File: src/rtl/regfile_seq_ctrl_if.sv
// Instruction handshake and register-file port bundle for regfile_seq_ctrl.
// The slave modport is the controller; the master modport is the requester/register-file side.
interface regfile_seq_ctrl_if #(
    parameter int DW = 8,
    parameter int AW = 3
);
    logic          instr_valid;
    logic          instr_ready;
    logic [2:0]    opcode;
    logic [AW-1:0] rd;
    logic [AW-1:0] rs;
    logic [AW-1:0] rt;
    logic [DW-1:0] imm;
    logic [AW-1:0] RX;
    logic [AW-1:0] RY;
    logic [AW-1:0] RW;
    logic          WEN;
    logic [DW-1:0] busW;
    logic [DW-1:0] busX;
    logic [DW-1:0] busY;
    logic          done;
    logic [DW-1:0] result;
    logic          carry;

    modport master (
        output instr_valid, opcode, rd, rs, rt, imm, busX, busY,
        input  instr_ready, RX, RY, RW, WEN, busW, done, result, carry
    );

    modport slave (
        input  instr_valid, opcode, rd, rs, rt, imm, busX, busY,
        output instr_ready, RX, RY, RW, WEN, busW, done, result, carry
    );
endinterface

File: src/rtl/regfile_seq_ctrl.sv
// Four-state micro-sequencer: accept, read the register file, execute, write back.
// Owns every port of an 8x8 register file and retires one instruction per four cycles.
module regfile_seq_ctrl #(
    parameter int DW = 8,
    parameter int AW = 3
) (
    input logic              Clk,
    input logic              Rst_n,
    regfile_seq_ctrl_if.slave bus
);
    typedef enum logic [1:0] {IDLE, READ, EXEC, WRITE} state_e;
    typedef enum logic [2:0] {
        OP_ADD, OP_SUB, OP_AND, OP_OR, OP_XOR, OP_LI, OP_SLT, OP_NOP
    } op_e;

    state_e        state_q, state_d;
    op_e           op_q;
    logic [AW-1:0] rd_q, rx_q, ry_q, rw_q;
    logic [DW-1:0] imm_q, opa_q, opb_q, busw_q;
    logic [DW-1:0] result_q, result_d;
    logic          carry_q, carry_d;
    logic [DW:0]   sum;
    logic          accept;

    assign accept = bus.instr_valid && (state_q == IDLE);

    always_ff @(posedge Clk or negedge Rst_n) begin
        if (!Rst_n) state_q <= IDLE;
        else        state_q <= state_d;
    end

    always_comb begin
        state_d = state_q;
        unique case (state_q)
            IDLE:  if (accept) state_d = READ;
            READ:  state_d = EXEC;
            EXEC:  state_d = WRITE;
            WRITE: state_d = IDLE;
        endcase
    end

    // Handshake and write strobes depend on registered state only.
    always_comb begin
        bus.instr_ready = (state_q == IDLE);
        bus.done        = (state_q == WRITE);
        bus.WEN         = (state_q == WRITE) && (rd_q != '0) && (op_q != OP_NOP);
    end

    always_comb begin
        sum      = {1'b0, opa_q} + {1'b0, opb_q};
        result_d = result_q;
        carry_d  = 1'b0;
        unique case (op_q)
            OP_ADD: begin result_d = sum[DW-1:0];    carry_d = sum[DW]; end
            OP_SUB: begin result_d = opa_q - opb_q;  carry_d = (opa_q < opb_q); end
            OP_AND: result_d = opa_q & opb_q;
            OP_OR:  result_d = opa_q | opb_q;
            OP_XOR: result_d = opa_q ^ opb_q;
            OP_LI:  result_d = imm_q;
            OP_SLT: result_d = DW'(opa_q < opb_q);
            OP_NOP: carry_d  = carry_q;
        endcase
    end

    always_ff @(posedge Clk or negedge Rst_n) begin
        if (!Rst_n) begin
            op_q     <= OP_ADD;
            rd_q     <= '0;
            imm_q    <= '0;
            rx_q     <= '0;
            ry_q     <= '0;
            rw_q     <= '0;
            opa_q    <= '0;
            opb_q    <= '0;
            busw_q   <= '0;
            result_q <= '0;
            carry_q  <= 1'b0;
        end else begin
            unique case (state_q)
                IDLE: if (accept) begin
                    op_q  <= op_e'(bus.opcode);
                    rd_q  <= bus.rd;
                    imm_q <= bus.imm;
                    rx_q  <= bus.rs;
                    ry_q  <= bus.rt;
                end
                READ: begin
                    opa_q <= bus.busX;
                    opb_q <= bus.busY;
                end
                EXEC: begin
                    result_q <= result_d;
                    carry_q  <= carry_d;
                    busw_q   <= result_d;
                    rw_q     <= rd_q;
                end
                WRITE: ;
            endcase
        end
    end

    assign bus.RX     = rx_q;
    assign bus.RY     = ry_q;
    assign bus.RW     = rw_q;
    assign bus.busW   = busw_q;
    assign bus.result = result_q;
    assign bus.carry  = carry_q;
endmodule

File: src/flat_wrapper.sv
// flat-port wrapper written by rule: the top's interface ports become plain ports
module regfile_seq_ctrl_flat 
#(
    parameter int DW = 8,
    parameter int AW = 3
)
  (Clk, Rst_n, bus_instr_valid, bus_opcode, bus_rd, bus_rs, bus_rt, bus_imm, bus_busX, bus_busY, bus_instr_ready, bus_RX, bus_RY, bus_RW, bus_WEN, bus_busW, bus_done, bus_result, bus_carry);
  regfile_seq_ctrl_if #(.DW(DW), .AW(AW)) bus_i ();
  input logic Clk;
  input logic Rst_n;
  input wire logic [$bits(bus_i.instr_valid)-1:0] bus_instr_valid;
  input wire logic [$bits(bus_i.opcode)-1:0] bus_opcode;
  input wire logic [$bits(bus_i.rd)-1:0] bus_rd;
  input wire logic [$bits(bus_i.rs)-1:0] bus_rs;
  input wire logic [$bits(bus_i.rt)-1:0] bus_rt;
  input wire logic [$bits(bus_i.imm)-1:0] bus_imm;
  input wire logic [$bits(bus_i.busX)-1:0] bus_busX;
  input wire logic [$bits(bus_i.busY)-1:0] bus_busY;
  output wire logic [$bits(bus_i.instr_ready)-1:0] bus_instr_ready;
  output wire logic [$bits(bus_i.RX)-1:0] bus_RX;
  output wire logic [$bits(bus_i.RY)-1:0] bus_RY;
  output wire logic [$bits(bus_i.RW)-1:0] bus_RW;
  output wire logic [$bits(bus_i.WEN)-1:0] bus_WEN;
  output wire logic [$bits(bus_i.busW)-1:0] bus_busW;
  output wire logic [$bits(bus_i.done)-1:0] bus_done;
  output wire logic [$bits(bus_i.result)-1:0] bus_result;
  output wire logic [$bits(bus_i.carry)-1:0] bus_carry;
  assign bus_i.instr_valid = bus_instr_valid;
  assign bus_i.opcode = bus_opcode;
  assign bus_i.rd = bus_rd;
  assign bus_i.rs = bus_rs;
  assign bus_i.rt = bus_rt;
  assign bus_i.imm = bus_imm;
  assign bus_i.busX = bus_busX;
  assign bus_i.busY = bus_busY;
  assign bus_instr_ready = bus_i.instr_ready;
  assign bus_RX = bus_i.RX;
  assign bus_RY = bus_i.RY;
  assign bus_RW = bus_i.RW;
  assign bus_WEN = bus_i.WEN;
  assign bus_busW = bus_i.busW;
  assign bus_done = bus_i.done;
  assign bus_result = bus_i.result;
  assign bus_carry = bus_i.carry;
  regfile_seq_ctrl #(.DW(DW), .AW(AW)) u_core (.Clk(Clk), .Rst_n(Rst_n), .bus(bus_i));
endmodule
File: config.mk
export PLATFORM = sky130hd
export DESIGN_NAME = regfile_seq_ctrl_flat
export DESIGN_NICKNAME = d
export VERILOG_FILES = /design/src/rtl/regfile_seq_ctrl_if.sv /design/src/rtl/regfile_seq_ctrl.sv /design/src/flat_wrapper.sv
export SDC_FILE = /design/constraint.sdc
export NUM_CORES = 1
export LEC_CHECK = 0
export ABC_AREA = 1
export BUFFER_PORTS_ARGS = -buffer_cell sky130_fd_sc_hd__buf_2
export CORE_MARGIN = 2
export CORE_UTILIZATION = 55
export DETAILED_ROUTE_END_ITERATION = 8
export PLACE_DENSITY = 0.84
export SLEW_MARGIN = 20
export SYNTH_ARGS = -nofsm -noshare
export SYNTH_HDL_FRONTEND = slang
export SYNTH_SLANG_ARGS = --single-unit
File: constraint.sdc
create_clock -name Clk -period 2.1 [get_ports Clk]
set_clock_uncertainty 0.05 [all_clocks]
set_input_delay 0.21 -clock Clk [delete_from_list [all_inputs] [get_ports Clk]]
set_output_delay 0.21 -clock Clk [all_outputs]
set_load 0.01 [all_outputs]
==> metrics.md, run 1 <==
| Metric | Value |
|---|---|
| R2r setup slk | 180 ps |
| Proportion of synthesized area in mux cells | 5.59% |
| Worst path most repeated cell | nand2_1 |
| Syn. warnings | 0 |
| Vias per cell | roughly 5.4 |
| Critical path required time | 2270 ps |
| Ys async rst share | between 90% and 100% |
| Multi-input gate area | 0.00167 sq mm |
| Yosys reg bits | 50 |
| Outcome | completed |
| Adder-cell share of the synthesized area | about an eighth |
| Synth cell types | 36 |
| Die Height | 80.5 microns |
| Syn Inst Count | 392 |
| CTS tree | built |
| Fillers | 501 |
| ANT nets after route | 0 |
| Synth Area in Compound Gates | 10.8% |
| Most frequent cells in the layout | nand2_1, buf_2, dfrtp_1 |
| Post-DP HPWL | roughly 6.1 mm |
| Tightest Pin Transition | about 640 ps |
| Total core area | 0.00557 sq mm |
| Largest area contributor in the netlist | dfrtp_1 |
| Min Tclk post-route | 1920 ps |
| Number of synthesized flops with an enable pin | 0 |
| Period utilisation layout | 91.6% |
| Worst-Skew Late Latency | between 300 and 400 ps |
| Critical-path cell list | inv_1 -> ha_2 -> fa_1 -> inv_1 -> nand3_1 -> nand2_2 -> nand2_1 -> nand2_1 -> nand2_1 -> nand3_1 -> nand2_1 -> nand3_1 -> nand2_1 |
| Cell Area, Synth | roughly 0.0032 sq mm |
| GPL Wtd Cong | 0.932 |
| Placed cell count | 519 |
| Hold Violations, Final | 0 |
| CP max stage delay | 390 ps |
| WP data arrival | 2090 ps |
| Die ar. | 0.00649 sq mm |
| Post-Synth XOR/XNOR Area | 0.272% |
| Pwr/cell area | 1740 mW/mm^2 |
| WL/cell | ~15 microns |
| Grt total ovfl | 0 |
| Port bufs | 67 |
| RR Startpoint | u_core.opa_q[0] |
| Drt pass-1 iters | 6 |
| Max-slew violations | 0 |
| Synth area leaders | dfrtp_1, ha_1, nand2_1 |
| Hold endpoint | u_core.opb_q[5] |
| LEAKAGE | 1.92 nW |
| Synth Flop Type | dfrtp_1 |
| # nets final | 524 |
| Cell Rows | 27 |
| Max Freq | 520 MHz |
| Main combinational cell family by area after synthesis | simple AND/OR/NAND/NOR gates |
| First-pass GRT wire length | 12.9 mm |
| HP Start | bus_busY[5] |
| Worst Reg-to-Reg Cells | 13 |
| Io pins | 68 |
| Die Width | 80.5 microns |
| Final std cells w/o fill | between 500 and 600 |
| Register area share after synthesis | 38.8% |
| Setup_tns | 0 ps |
| Critical Path Start Type | register |
| Post-synth top area share | ~39% |
| Worst Hold Class | in2reg |
| CP Max Fanout | 4 |
| Ant diodes | 0 |
| Hold Path Cell Cnt | 3 |
| DR iter-0 viols | about 230 |
| Root buf cell | clkbuf_8 |
| Share of layout cells above drive strength 1 | 26.8% |
| # Post-CTS Setup Buffers | 0 |
| Commonest non-fill, non-tap cell in the layout | nand2_1 |
| Unrepaired setup endpoints after global routing | no |
| Number of max-cap violations | 0 |
| Post-Syn Area per Cell | 8.22 sq um |
| Crit path kind | reg2reg |
| Final setup viols | 0 |
| Drc violations | 0 |
| Syn_nets | around 460 |
| Total CTS buffers | 5 |
| CP endpoint kind | register |
| Initial Util | 57.8% |
| Vias in the first global route | 2621 |
| Max rail drop VDD | about 0.00080 V |
| Post-synthesis simple-gate area fraction | 22.5% |
| Storage cell area | 0.00125 sq mm |
| Antenna violations before repair | 0 |
| CTS max path bufs | 2 |
| Vias | 2831 |
| Pin count of the biggest net entering global routing | 51 |
| Routed wire length | 7.89 mm |
| Clk sinks | 50 |
| Area Overhead vs Synth | 14.7% |
| Relative slew slack | 57.4% |
| RR Endpoint | u_core.bus.busW[6] |
| H-tree depth | 2 |
| Crit-path slowest cell | fa_1 |
| GRT Util Overall | between 20% and 30% |
| Clk slew on worst S/H paths | roughly 100 ps |
[critical path: cells and delay by family, from the launching register on]
kind,cells,cell delay (ps)
flip-flops,1,360
AND/OR/NAND/NOR,9,650
buffers and inverters,2,190
adder cells (fa/ha/maj),2,590
[cell type report]
class                   instances  share of cell area, %
clock inverters                 2                  0.406
clock buffers                   5                   1.86
well taps                      72                   2.44
multi-input cells             270                   45.3
repair buffers                 75                   10.8
flip-flops and latches         50                   33.9
inverters                      53                   5.38
[cell usage after synthesis, drive strengths merged, types with 4 or more instances]
library cell,number
buf,14
nand3,30
a21oi,23
mux2,16
clkbuf,5
nand4,5
o21ai,26
ha,28
nand2,78
dfrtp,50
o22ai,6
inv,53
nor2,42
nor3,4
[registers in the layout, indices dropped and copies added (netlist names)]
name / cells
u_core.bus.busW: 8
u_core.imm_q: 8
u_core.opa_q: 8
u_core.opb_q: 8
u_core.bus.RW: 3
u_core.bus.RX: 3
u_core.bus.RY: 3
u_core.op_q: 3
u_core.rd_q: 3
u_core.state_q: 2
u_core.bus.carry: 1
[repair_timing]
| action | CTS | global route |
|---|---|---|
| hold endpoints to repair | 50 | 0 |
| endpoints found under the setup margin | 0 | 3 |
| resized for setup | 0 | 5 |
| hold buffers | 1 | 0 |
[where the power goes]
group          switching [mW]  total (mW)  internal (mW)
clock network           0.335       0.563          0.228
registers               0.362        1.81           1.45
logic                    2.51        4.07           1.56
[through the flow]
stage | area (sq um) | util (%) | power, mW | worst slack [ps] | hold slack, ps
floorplan | 3220 | - | 4.70 | 375 | -136
global placement | 3580 | 64.2 | 5.68 | 143 | 296
detailed placement | 3580 | 64.2 | 5.79 | 132 | 311
CTS | 3670 | 65.9 | 6.38 | 123 | 49.9
global route | 3690 | 66.3 | 7.09 | 26.1 | 58.1
finish | 3690 | 66.3 | 6.44 | 177 | 53.8
[metal layers]
layer  track usage (%)  up-vias  part of all wire (%)
met3              4.83        9                   6.9
met5                 0        -                     0
met1              36.5     1305                    44
met2              42.2      123                    48
li1                  -     1394                     -
met4              6.10        0                  0.99
[worst max path at each step]
stage | startpoint | end | slack, ps | cells after the start
floorplan | u_core.opb_q[0] | u_core.bus.busW[6] | 370 | 12
global placement | u_core.opa_q[0] | u_core.bus.busW[6] | 140 | 13
detailed placement | u_core.opa_q[0] | u_core.bus.busW[6] | 130 | 13
CTS | u_core.opa_q[0] | u_core.bus.busW[6] | 120 | 13
global route | u_core.opa_q[3] | u_core.bus.busW[6] | 30 | 11
finish | u_core.opa_q[0] | u_core.bus.busW[6] | 180 | 13
[cell families after synthesis]
logic type,Yosys count
AND/OR/NAND/NOR,160
buffers and inverters,72
AO/OA/AOI/OAI,63
flip-flops,50
adder cells (fa/ha/maj),30
multiplexers,16
XOR/XNOR,1
No activity file was read; power rests on OpenSTA's default activity.
==> run 2, diff against run 1 <==
CORE_MARGIN = default   (was 2)
==> metrics.md, run 2 (synthesized netlist as in run 1, its figures left out) <==
| Metric | Value |
|---|---|
| CP Max Fanout | 4 (unchanged) |
| Hold Violations, Final | 0 (unchanged) |
| WP data arrival | 2070 ps (-20 ps) |
| Final Power | 6.53 mW (+1.4%) |
| Number of max-cap violations | 0 (unchanged) |
| Ant diodes | 0 (unchanged) |
| GRT Util Overall | 26.7% (+0.52 points) |
| Final std cells w/o fill | 527 (unchanged) |
| Min Tclk post-route | 1900 ps (-18.0 ps) |
| DR iter-0 viols | 154 (-33%) |
| CP endpoint kind | register |
| Max-slew violations | 0 (unchanged) |
| H-tree depth | 2 (unchanged) |
| Die Height | 78.5 microns (-2.5%) |
| DP Area | 0.00357 sq mm (-0.21%) |
| Setup_tns | 0 ps (unchanged) |
| Setup ws final | 195 ps (+18.0 ps) |
| Crit-path slowest cell | fa_1 |
| Die ar. | 0.00617 sq mm (-4.9%) |
| Share of layout cells above drive strength 1 | 26.4% (-0.44 points) |
| Root buf cell | clkbuf_8 |
| Commonest non-fill, non-tap cell in the layout | nand2_1 |
| Total core area | 0.00557 sq mm (unchanged) |
| GPL Wtd Cong | 0.931 (about the same) |
| Max Freq | 525 MHz (+0.95%) |
| Vias | 2790 (-1.4%) |
| Critical path required time | 2270 ps (about the same) |
| Fillers | 506 (+1.0%) |
| Post-DP HPWL | 5.81 mm (-5.4%) |
| Critical-path cell list | ha_1 -> fa_1 -> nand3_1 -> nand3_1 -> o21ai_1 -> nand2_1 -> nor2_1 -> nor2_1 |
| LEAKAGE | 1.94 nW (+1.1%) |
| Vias in the first global route | 2625 (+0.15%) |
| Routed wire length | 7.58 mm (-4.0%) |
| Unrepaired setup endpoints after global routing | no |
| Cell family with most CP delay | adder cells |
| Worst Hold Class | in2reg |
| Critical Path Start Type | register |
| CTS tree | built |
| Worst path bufs/invs | 0 (-2) |
| Tightest Pin Transition | 621 ps (-18.7 ps) |
| Final setup viols | 0 (unchanged) |
| Final Cell Area | 0.00371 sq mm (+0.54%) |
| Drc violations | 0 (unchanged) |
| ANT nets after route | 0 (unchanged) |
| Drt pass-1 iters | 4 (-2) |
| Initial Util | 57.8% (unchanged) |
| CP max stage delay | 440 ps (+50 ps) |
| CTS max path bufs | 2 (unchanged) |
| Cell Rows | 27 (unchanged) |
| Most frequent cells in the layout | nand2_1, buf_2, dfrtp_1 |
| Pwr/cell area | 1760 mW/mm^2 (+0.88%) |
| Pin count of the biggest net entering global routing | 51 (unchanged) |
| Die Width | 78.5 microns (-2.5%) |
| Max rail drop VDD | 0.000838 V (+4.1%) |
| Antenna violations before repair | 0 (unchanged) |
| Port bufs | 67 (unchanged) |
| Placed cell count | 518 (-0.19%) |
| Vias per cell | 5.29 (-1.4%) |
| R2r setup slk | 200 ps (+20 ps) |
| Period utilisation layout | 90.7% (-0.86 points) |
| Pre-CTS WS | 187 ps (+55.1 ps) |
| Io pins | 68 (unchanged) |
| Worst-Skew Late Latency | 310 ps (about the same) |
| Outcome | completed |
| Multi-input gate area | 0.00167 sq mm (-0.30%) |
| # nets final | 523 (-0.19%) |
| # Post-CTS Setup Buffers | 0 (unchanged) |
| Grt total ovfl | 0 (unchanged) |
| Clk slew on worst S/H paths | 100 ps (about the same) |
| Storage cell area | 0.00125 sq mm (unchanged) |
| First-pass GRT wire length | 12.6 mm (-2.4%) |
| WL/cell | 14.4 microns (-4.0%) |
| Crit path kind | reg2reg |
| Relative slew slack | 58.6% (+1.2 points) |
| Area Overhead vs Synth | 15.3% |
| Clk sinks | 50 (unchanged) |
| Total CTS buffers | 5 (unchanged) |
## run 2: final cells by class
type                    count  area share, %
flip-flops and latches     50           33.7
clock buffers               5           1.85
multi-input cells         270           44.9
repair buffers             74           10.5
well taps                  72           2.43
inverters                  53           5.36
clock inverters             3           1.28
## run 2: repair_timing
item	4_1_cts	5_1_grt
endpoints found under the setup margin	0	4
hold buffers	1	0
endpoints found under the hold margin	50	0
gates resized for setup	0	3
## run 2: metal layers
metal,global-route usage (%),wire [microns]
met5,0,0
met3,3.72,358
met4,9.44,194
met1,37.6,3540
met2,41.7,3490
## run 2: worst min-delay path: cells and delay by family
family          cells  cell delay, ps
compound gates      1              50
buf+inv             1              70
simple gates        1              40
## run 2: through the flow
stage	utilization, %	hold slack, ps
6_report	66.6	45.3
5_1_grt	66.6	56.2
4_1_cts	66.4	42.2
3_5_place_dp	64.1	303
3_3_place_gp	64.1	291
2_1_floorplan	-	-136
## run 2: worst paths after layout
kind                                  start                  to  cells past startpoint
max                         u_core.opb_q[0]  u_core.bus.busW[4]                      8
min                             bus_busX[3]     u_core.opa_q[3]                      3
max reg2reg                 u_core.opb_q[0]  u_core.bus.busW[4]                      8
min reg2reg                u_core.bus.RY[2]    u_core.bus.RY[2]                      1
max in group asynchronous             Rst_n    u_core.bus.RW[1]                      3
min in group asynchronous             Rst_n    u_core.bus.carry                      3
## run 2: power breakdown
group          internal [mW]  leakage (nW)  switching (mW)
combinational           1.53          1.29            2.46
sequential              1.45         0.590           0.367
clock                  0.364        0.0591           0.359
